**config.mk**
```make
export PLATFORM = sky130hd
export DESIGN_NAME = bcd_alu_seq_flat
export DESIGN_NICKNAME = d
export VERILOG_FILES = /design/src/rtl/bcd_calc_pkg.sv /design/src/rtl/bcd_alu_seq_if.sv /design/src/rtl/bcd_digit_add.sv /design/src/rtl/bcd_alu_seq.sv /design/src/flat_wrapper.sv
export SDC_FILE = /design/constraint.sdc
export NUM_CORES = 1
export LEC_CHECK = 0
export CORE_MARGIN = 2
export CORE_UTILIZATION = 45
export CTS_CLUSTER_SIZE = 20
export DETAILED_ROUTE_END_ITERATION = 7
export GPL_TIMING_DRIVEN = 0
export PLACE_DENSITY = 0.73
export SETUP_SLACK_MARGIN = 0.5
export SYNTH_ARGS = -nofsm -noshare
export SYNTH_HDL_FRONTEND = slang
export SYNTH_HIERARCHICAL = 1
export SYNTH_SLANG_ARGS = --single-unit
```
**constraint.sdc**
```tcl
create_clock -name clk -period 19.6 [get_ports clk]
set_input_delay 1.96 -clock clk [delete_from_list [all_inputs] [get_ports clk]]
set_output_delay 1.96 -clock clk [all_outputs]
set_load 0.005 [all_outputs]
```
**src/rtl/bcd_calc_pkg.sv**
```systemverilog
// Shared constants, state encoding and digit helper for the sequential BCD ALU.
package bcd_calc_pkg;

  localparam int DIGITS_MIN = 1;
  localparam int DIGITS_MAX = 8;

  localparam logic [1:0] OP_ADD = 2'b00;
  localparam logic [1:0] OP_SUB = 2'b01;
  localparam logic [1:0] OP_MUL = 2'b10;
  localparam logic [1:0] OP_DIV = 2'b11;

  typedef enum logic [1:0] {
    ST_IDLE = 2'd0,
    ST_CALC = 2'd1,
    ST_FIX  = 2'd2,
    ST_DONE = 2'd3
  } state_e;

  function automatic logic [3:0] nine_digit(input logic [3:0] d);
    return 4'd9 - d;
  endfunction

endpackage

```
**src/rtl/bcd_alu_seq_if.sv**
```systemverilog
// Request/response bundle between a requester and the sequential BCD ALU.
interface bcd_alu_seq_if #(
  parameter int DIGITS = 4
);
  logic                  start;
  logic [1:0]            op;
  logic [4*DIGITS-1:0]   a;
  logic [4*DIGITS-1:0]   b;
  logic                  busy;
  logic                  done;
  logic [8*DIGITS-1:0]   result;
  logic                  status;
  logic                  sign;
  logic                  err;

  modport master (output start, op, a, b,
                  input  busy, done, result, status, sign, err);
  modport slave  (input  start, op, a, b,
                  output busy, done, result, status, sign, err);
endinterface

```
**src/rtl/bcd_digit_add.sv**
```systemverilog
// One decimal digit of the carry-chained BCD adder; inputs are assumed valid BCD.
module bcd_digit_add (
  input  logic [3:0] a,
  input  logic [3:0] b,
  input  logic       cin,
  output logic [3:0] sum,
  output logic       cout
);
  logic [4:0] raw;

  always_comb begin
    raw  = {1'b0, a} + {1'b0, b} + {4'b0000, cin};
    cout = (raw > 5'd9);
    sum  = cout ? 4'(raw + 5'd6) : raw[3:0];
  end
endmodule

```
**src/rtl/bcd_alu_seq.sv**
```systemverilog
// Sequential BCD ALU: add/sub/mul/div on packed BCD through one shared 2*DIGITS-digit adder.
// state | meaning
// IDLE  | waiting for start, operands captured on accept
// CALC  | one adder pass (or digit shift) per cycle
// FIX   | ten's complement of a negative SUB result
// DONE  | result valid, done high for this cycle
module bcd_alu_seq
  import bcd_calc_pkg::*;
#(
  parameter int DIGITS = 4
) (
  input logic          clk,
  input logic          rst_n,
  bcd_alu_seq_if.slave bus
);
  localparam int W  = 4 * DIGITS;
  localparam int RW = 8 * DIGITS;
  localparam int ND = 2 * DIGITS;
  localparam int IW = $clog2(DIGITS_MAX);
  localparam logic [IW-1:0] IDX_TOP = IW'(DIGITS - DIGITS_MIN);

  state_e          state_q, state_d;
  logic [W-1:0]    a_q, a_d, b_q, b_d, quo_q, quo_d;
  logic [1:0]      op_q, op_d;
  logic [RW-1:0]   acc_q, acc_d, result_q, result_d;
  logic [IW-1:0]   idx_q, idx_d;
  logic [3:0]      cnt_q, cnt_d;
  logic            shift_q, shift_d, status_q, status_d, sign_q, sign_d, err_q, err_d;

  logic [RW-1:0]   add_x, add_y, add_s, a_ext, b_ext;
  logic [ND:0]     carry;
  logic            add_cin, add_cout, dig_end;
  logic [3:0]      a_dig, b_dig;

  function automatic logic [RW-1:0] nines(input logic [RW-1:0] v);
    logic [RW-1:0] r;
    for (int i = 0; i < ND; i++) r[4*i +: 4] = nine_digit(v[4*i +: 4]);
    return r;
  endfunction

  function automatic logic has_bad(input logic [W-1:0] v);
    logic bad;
    bad = 1'b0;
    for (int i = 0; i < DIGITS; i++) if (v[4*i +: 4] > 4'd9) bad = 1'b1;
    return bad;
  endfunction

  assign a_ext    = {{W{1'b0}}, a_q};
  assign b_ext    = {{W{1'b0}}, b_q};
  assign carry[0] = add_cin;
  assign add_cout = carry[ND];

  for (genvar g = 0; g < ND; g++) begin : g_dig
    bcd_digit_add u_dig (
      .a   (add_x[4*g +: 4]),
      .b   (add_y[4*g +: 4]),
      .cin (carry[g]),
      .sum (add_s[4*g +: 4]),
      .cout(carry[g+1])
    );
  end

  always_comb begin
    a_dig = 4'd0;
    b_dig = 4'd0;
    for (int i = 0; i < DIGITS; i++) begin
      if (idx_q == IW'(i)) begin
        a_dig = a_q[4*i +: 4];
        b_dig = b_q[4*i +: 4];
      end
    end
  end

  // Subtraction everywhere is x + nines(y) + 1; carry out means no borrow.
  always_comb begin
    add_x   = '0;
    add_y   = '0;
    add_cin = 1'b0;
    case (state_q)
      ST_CALC: begin
        case (op_q)
          OP_ADD: begin add_x = a_ext; add_y = b_ext; end
          OP_SUB: begin add_x = a_ext; add_y = nines(b_ext); add_cin = 1'b1; end
          OP_MUL: begin add_x = acc_q; add_y = a_ext; end
          default: begin add_x = acc_q; add_y = nines(b_ext); add_cin = 1'b1; end
        endcase
      end
      ST_FIX: begin add_y = nines(acc_q); add_cin = 1'b1; end
      default: ;
    endcase
  end

  always_comb begin
    state_d  = state_q;
    a_d      = a_q;
    b_d      = b_q;
    op_d     = op_q;
    acc_d    = acc_q;
    quo_d    = quo_q;
    idx_d    = idx_q;
    cnt_d    = cnt_q;
    shift_d  = shift_q;
    result_d = result_q;
    status_d = status_q;
    sign_d   = sign_q;
    err_d    = err_q;
    dig_end  = 1'b0;
    case (state_q)
      ST_IDLE: begin
        if (bus.start) begin
          a_d      = bus.a;
          b_d      = bus.b;
          op_d     = bus.op;
          acc_d    = '0;
          quo_d    = '0;
          idx_d    = IDX_TOP;
          cnt_d    = 4'd0;
          shift_d  = 1'b1;
          result_d = '0;
          status_d = 1'b0;
          sign_d   = 1'b0;
          err_d    = 1'b0;
          if (has_bad(bus.a) || has_bad(bus.b)) begin
            err_d    = 1'b1;
            status_d = 1'b1;
            state_d  = ST_DONE;
          end else if (bus.op == OP_DIV && bus.b == '0) begin
            result_d = '1;
            status_d = 1'b1;
            state_d  = ST_DONE;
          end else begin
            state_d = ST_CALC;
          end
        end
      end
      ST_CALC: begin
        case (op_q)
          OP_ADD: begin
            result_d = add_s;
            status_d = |add_s[RW-1:W];
            state_d  = ST_DONE;
          end
          OP_SUB: begin
            if (add_cout) begin
              result_d = add_s;
              state_d  = ST_DONE;
            end else begin
              acc_d   = add_s;
              state_d = ST_FIX;
            end
          end
          OP_MUL: begin
            if (shift_q) begin
              acc_d   = acc_q << 4;
              cnt_d   = b_dig;
              shift_d = 1'b0;
              dig_end = (b_dig == 4'd0);
            end else begin
              acc_d   = add_s;
              cnt_d   = cnt_q - 4'd1;
              dig_end = (cnt_q == 4'd1);
            end
          end
          default: begin
            if (shift_q) begin
              acc_d   = {acc_q[RW-5:0], a_dig};
              quo_d   = quo_q << 4;
              shift_d = 1'b0;
            end else if (add_cout) begin
              acc_d = add_s;
              quo_d = quo_q + W'(1);
            end else begin
              dig_end = 1'b1;
            end
          end
        endcase
        if (dig_end) begin
          if (idx_q == '0) begin
            state_d = ST_DONE;
            if (op_q == OP_MUL) begin
              result_d = acc_d;
              status_d = |acc_d[RW-1:W];
            end else begin
              result_d = {acc_d[W-1:0], quo_d};
            end
          end else begin
            idx_d   = idx_q - IW'(1);
            shift_d = 1'b1;
          end
        end
      end
      ST_FIX: begin
        result_d = add_s;
        sign_d   = 1'b1;
        status_d = 1'b1;
        state_d  = ST_DONE;
      end
      default: state_d = ST_IDLE;
    endcase
  end

  always_ff @(posedge clk or negedge rst_n) begin
    if (!rst_n) begin
      state_q  <= ST_IDLE;
      a_q      <= '0;
      b_q      <= '0;
      op_q     <= 2'b00;
      acc_q    <= '0;
      quo_q    <= '0;
      idx_q    <= '0;
      cnt_q    <= 4'd0;
      shift_q  <= 1'b0;
      result_q <= '0;
      status_q <= 1'b0;
      sign_q   <= 1'b0;
      err_q    <= 1'b0;
    end else begin
      state_q  <= state_d;
      a_q      <= a_d;
      b_q      <= b_d;
      op_q     <= op_d;
      acc_q    <= acc_d;
      quo_q    <= quo_d;
      idx_q    <= idx_d;
      cnt_q    <= cnt_d;
      shift_q  <= shift_d;
      result_q <= result_d;
      status_q <= status_d;
      sign_q   <= sign_d;
      err_q    <= err_d;
    end
  end

  assign bus.busy   = (state_q == ST_CALC) || (state_q == ST_FIX);
  assign bus.done   = (state_q == ST_DONE);
  assign bus.result = result_q;
  assign bus.status = status_q;
  assign bus.sign   = sign_q;
  assign bus.err    = err_q;
endmodule

```
**src/flat_wrapper.sv**
```systemverilog
// flat-port wrapper written by rule: the top's interface ports become plain ports
module bcd_alu_seq_flat import bcd_calc_pkg::*;
#(
  parameter int DIGITS = 4
)
  (clk, rst_n, bus_start, bus_op, bus_a, bus_b, bus_busy, bus_done, bus_result, bus_status, bus_sign, bus_err);
  bcd_alu_seq_if #(.DIGITS(DIGITS)) bus_i ();
  input logic clk;
  input logic rst_n;
  input wire logic [$bits(bus_i.start)-1:0] bus_start;
  input wire logic [$bits(bus_i.op)-1:0] bus_op;
  input wire logic [$bits(bus_i.a)-1:0] bus_a;
  input wire logic [$bits(bus_i.b)-1:0] bus_b;
  output wire logic [$bits(bus_i.busy)-1:0] bus_busy;
  output wire logic [$bits(bus_i.done)-1:0] bus_done;
  output wire logic [$bits(bus_i.result)-1:0] bus_result;
  output wire logic [$bits(bus_i.status)-1:0] bus_status;
  output wire logic [$bits(bus_i.sign)-1:0] bus_sign;
  output wire logic [$bits(bus_i.err)-1:0] bus_err;
  assign bus_i.start = bus_start;
  assign bus_i.op = bus_op;
  assign bus_i.a = bus_a;
  assign bus_i.b = bus_b;
  assign bus_busy = bus_i.busy;
  assign bus_done = bus_i.done;
  assign bus_result = bus_i.result;
  assign bus_status = bus_i.status;
  assign bus_sign = bus_i.sign;
  assign bus_err = bus_i.err;
  bcd_alu_seq #(.DIGITS(DIGITS)) u_core (.clk(clk), .rst_n(rst_n), .bus(bus_i));
endmodule
```
==> run_results.csv <==
group,metric,value,unit
worst_setup_path,crit_path_max_incr_delay,0.53,ns
worst_setup_path,rr_endpoint,"u_core/bus.status",
status,status,"completed",
timing,tns,0,ns
drt,drcViolationCount,0,
logic_synthesis,synth_area,12500,um^2
timing,fmax,54.2,MHz
timing,setup_viol,0,
logic_synthesis,synthCells,1536,
worst_setup_path,crit_slowest_cell,"fa_1",
timing,rsz0062_at_grt,"false",
placed_design,io_buffers,73,
layout,final_area,14500,um^2
min_path,whs_path_depth,1,
global_routing,grt_first_pass_wirelength,82.6,mm
drt,num_vias,13609,
global_routing,grt.overflow.total,0,
worst_setup_path,worst_path_most_repeated_cell,"fa_1",
logic_synthesis,async_reset_ff_share,100,%
cts,clk_pin_slew,0.06,ns
worst_setup_path,critPathMaxFanout,10,
cts,cts_tree,"done",
cts,cts_sinks,127,
cts,cts_resized,3,
cts,numCtsBuffers,17,
placed_design,place_ws,0.437,ns
drt,wire_per_inst,27.7,um
die,dieArea,29200,um^2
cts,worstSkewPairLatency,0.43,ns
timing,final.setup.worst_slack,1.16,ns
logic_synthesis,syn_nets,1645,
global_routing,grt_usage,38.6,%
min_path,hp-class,"reg -> reg",
die,die_w,171,um
placed_design,hpwl,42.1,mm
job,maxCapViolCount,0,
cts,hold_buffers,0,
logic_synthesis,ys_seq_elements,127,
logic_synthesis,synth_top_flop_cell,"dfrtp_1",
layout,nets,1738,
layout,drive_gt1_share,11.9,%
drt,drt_first_pass_iters,6,
timing,slew_violations,0,
layout,antennaDiodeCount,0,
global_routing,antenna_found_initial,0,
worst_setup_path,crit_type,"reg -> reg",
die,core,27600,um^2
worst_setup_path,start_kind,"register",
power,ir_drop,77.4,uV
cts,htreeDepth,4,
worst_setup_path,endpoint_kind,"register",
timing,timing.final.crit_share,94.1,%
timing,max_slew_margin,8.46,%
cts,cts_setup_buffers,0,
drt,drt_iter0_markers,1976,
timing,period_needed,18.44,ns
die,io_pins,74,
logic_synthesis,synth_edf_count,0,
drt,vias_per_cell,6.74,
timing,skew,0.00905,ns
cts,clock_path_buffers,2,
power,powerDensity,202,nW/um^2
logic_synthesis,synth.top_cells.by_area,"dfrtp_1, mux2i_1, nand2_1, ha_1, a21oi_1",
drt,antenna_left,0,
min_path,hold_start,"u_core/bus.err",
logic_synthesis,synth_cell_types,83,
logic_synthesis,avgSynthCellArea,8.15,um^2
worst_setup_path,ff2ff_setup_slack,1.16,ns
min_path,whs_endpoint,"u_core/bus.err",
cts,root_buffer,"clkbuf_16",
logic_synthesis,synth_top_area_share,25.4,%
worst_setup_path,r2r_start,"u_core/op_q[1]",
worst_setup_path,r2r_cells,64,
die,start_util,45.4,%
drt,routed_wl,55.9,mm
worst_setup_path,cp.required,19.92,ns
layout,mostFrequentLayoutCells,"nand2_1, a21oi_1, dfrtp_1",
layout,area_delta_synth_final,15.5,%
timing,hold_viol,0,
global_routing,grt_pass1_vias,12893,
logic_synthesis,synth_top_cell_by_area,"dfrtp_1",
layout,final_common_cell,"nand2_1",
placed_design,place.gp.congestion,1.06,
placed_design,place_area,13700,um^2
die,rows,61,
power,power.leakage,6.01,nW
logic_synthesis,yosysWarnings,6,
die,fp.dieH,171,um
worst_setup_path,critPathArrivalTime,18.76,ns
global_routing,grt_max_degree,94,
logic_synthesis,ys_seq_area_share,25.4,%
timing,tightest_slew,1.37,ns
-- state kept, by name, summed over array words and instances (netlist names) --
| name | count |
|---|---|
| u_core/a_q | 16 |
| u_core/acc_q | 32 |
| u_core/b_q | 16 |
| u_core/bus.err | 1 |
| u_core/bus.result | 32 |
| u_core/bus.sign | 1 |
| u_core/bus.status | 1 |
| u_core/cnt_q | 4 |
| u_core/idx_q | 3 |
| u_core/op_q | 2 |
| u_core/quo_q | 16 |
| u_core/shift_q | 1 |
| u_core/state_q | 2 |
-- cell type report --
| type | count | area, um^2 |
|---|---|---|
| plain buffers | 123 | 596 |
| clock buffers | 17 | 425 |
| clock inverters | 14 | 193 |
| fillers | 2665 | 13100 |
| inverters | 61 | 229 |
| multi-input cells | 1225 | 8610 |
| flip-flops and latches | 127 | 3180 |
| well taps | 378 | 473 |
| repair buffers | 74 | 759 |
-- cells in the mapped netlist (18+ instances only) --
master	n
inv_1	60
a22o_1	19
nand3_1	32
a21o_1	21
o21ai_0	108
mux2_2	53
a211oi_1	19
clkbuf_1	62
nor2b_1	37
a21oi_1	135
xnor2_1	25
mux2i_1	92
nand2_1	191
nor2_1	74
and3_1	37
ha_1	56
o22ai_1	57
buf_2	41
a31oi_1	18
dfrtp_1	127
-- power by group --
group | switching, mW | total [mW] | internal (mW)
clock | 0.139 | 0.351 | 0.212
combinational | 1.40 | 2.10 | 0.698
sequential | 0.124 | 0.478 | 0.353
total | 1.66 | 2.93 | 1.26
-- metal layers --
layer	global-route usage [%]	wire [um]	share of wire (%)	vias to the layer above
met2	58.8	23700	42	930
li1	-	-	-	5883
met5	0	0	0	-
met3	7.93	5790	10	196
met4	20.8	3280	5.9	0
met1	51.2	23100	41	6600
-- how the worst max path moves through the flow --
stage | to | from
floorplan | u_core/bus.status | u_core/state_q[0]
global placement | u_core/bus.result[24] | u_core/state_q[1]
detailed placement | u_core/bus.result[18] | u_core/state_q[1]
global route | u_core/bus.result[17] | u_core/op_q[1]
finish | u_core/bus.status | u_core/op_q[1]
CTS | u_core/bus.result[18] | u_core/op_q[0]
-- critical path, delay by kind of cell, from the launching register on --
kind | cells | cell delay (ns)
AO/OA/AOI/OAI | 21 | 3.78
XOR/XNOR | 8 | 2.01
adder cells (fa/ha/maj) | 24 | 9.03
buffers and inverters | 6 | 1.61
flip-flops | 1 | 0.47
multiplexers | 3 | 0.88
AND/OR/NAND/NOR | 2 | 0.47
-- through the flow --
| stage | utilization, % | total power [mW] | hold WS [ns] | std cells |
|---|---|---|---|---|
| after floorplan | - | 1.70 | 0.472 | 1536 |
| after global placement | 49.8 | 2.41 | 0.494 | 1987 |
| after detailed placement | 49.9 | 2.44 | 0.497 | 1988 |
| after CTS | 52.2 | 2.80 | 0.516 | 2019 |
| after global routing | 52.5 | 3.04 | 0.527 | 2019 |
| final | 52.5 | 2.93 | 0.513 | 2019 |
-- kinds of logic (layout without fill, tap and decap cells) --
logic type	after synthesis	in the layout	share of synthesized area, %
fa+ha+maj	72	72	8.16
buf+inv	184	289	6.36
xor+xnor	30	30	2.10
flops	127	127	25.4
compound gates	528	528	28.8
mux	145	145	12.1
simple gates	450	450	17.1
No activity file was read; power rests on OpenSTA's default activity.
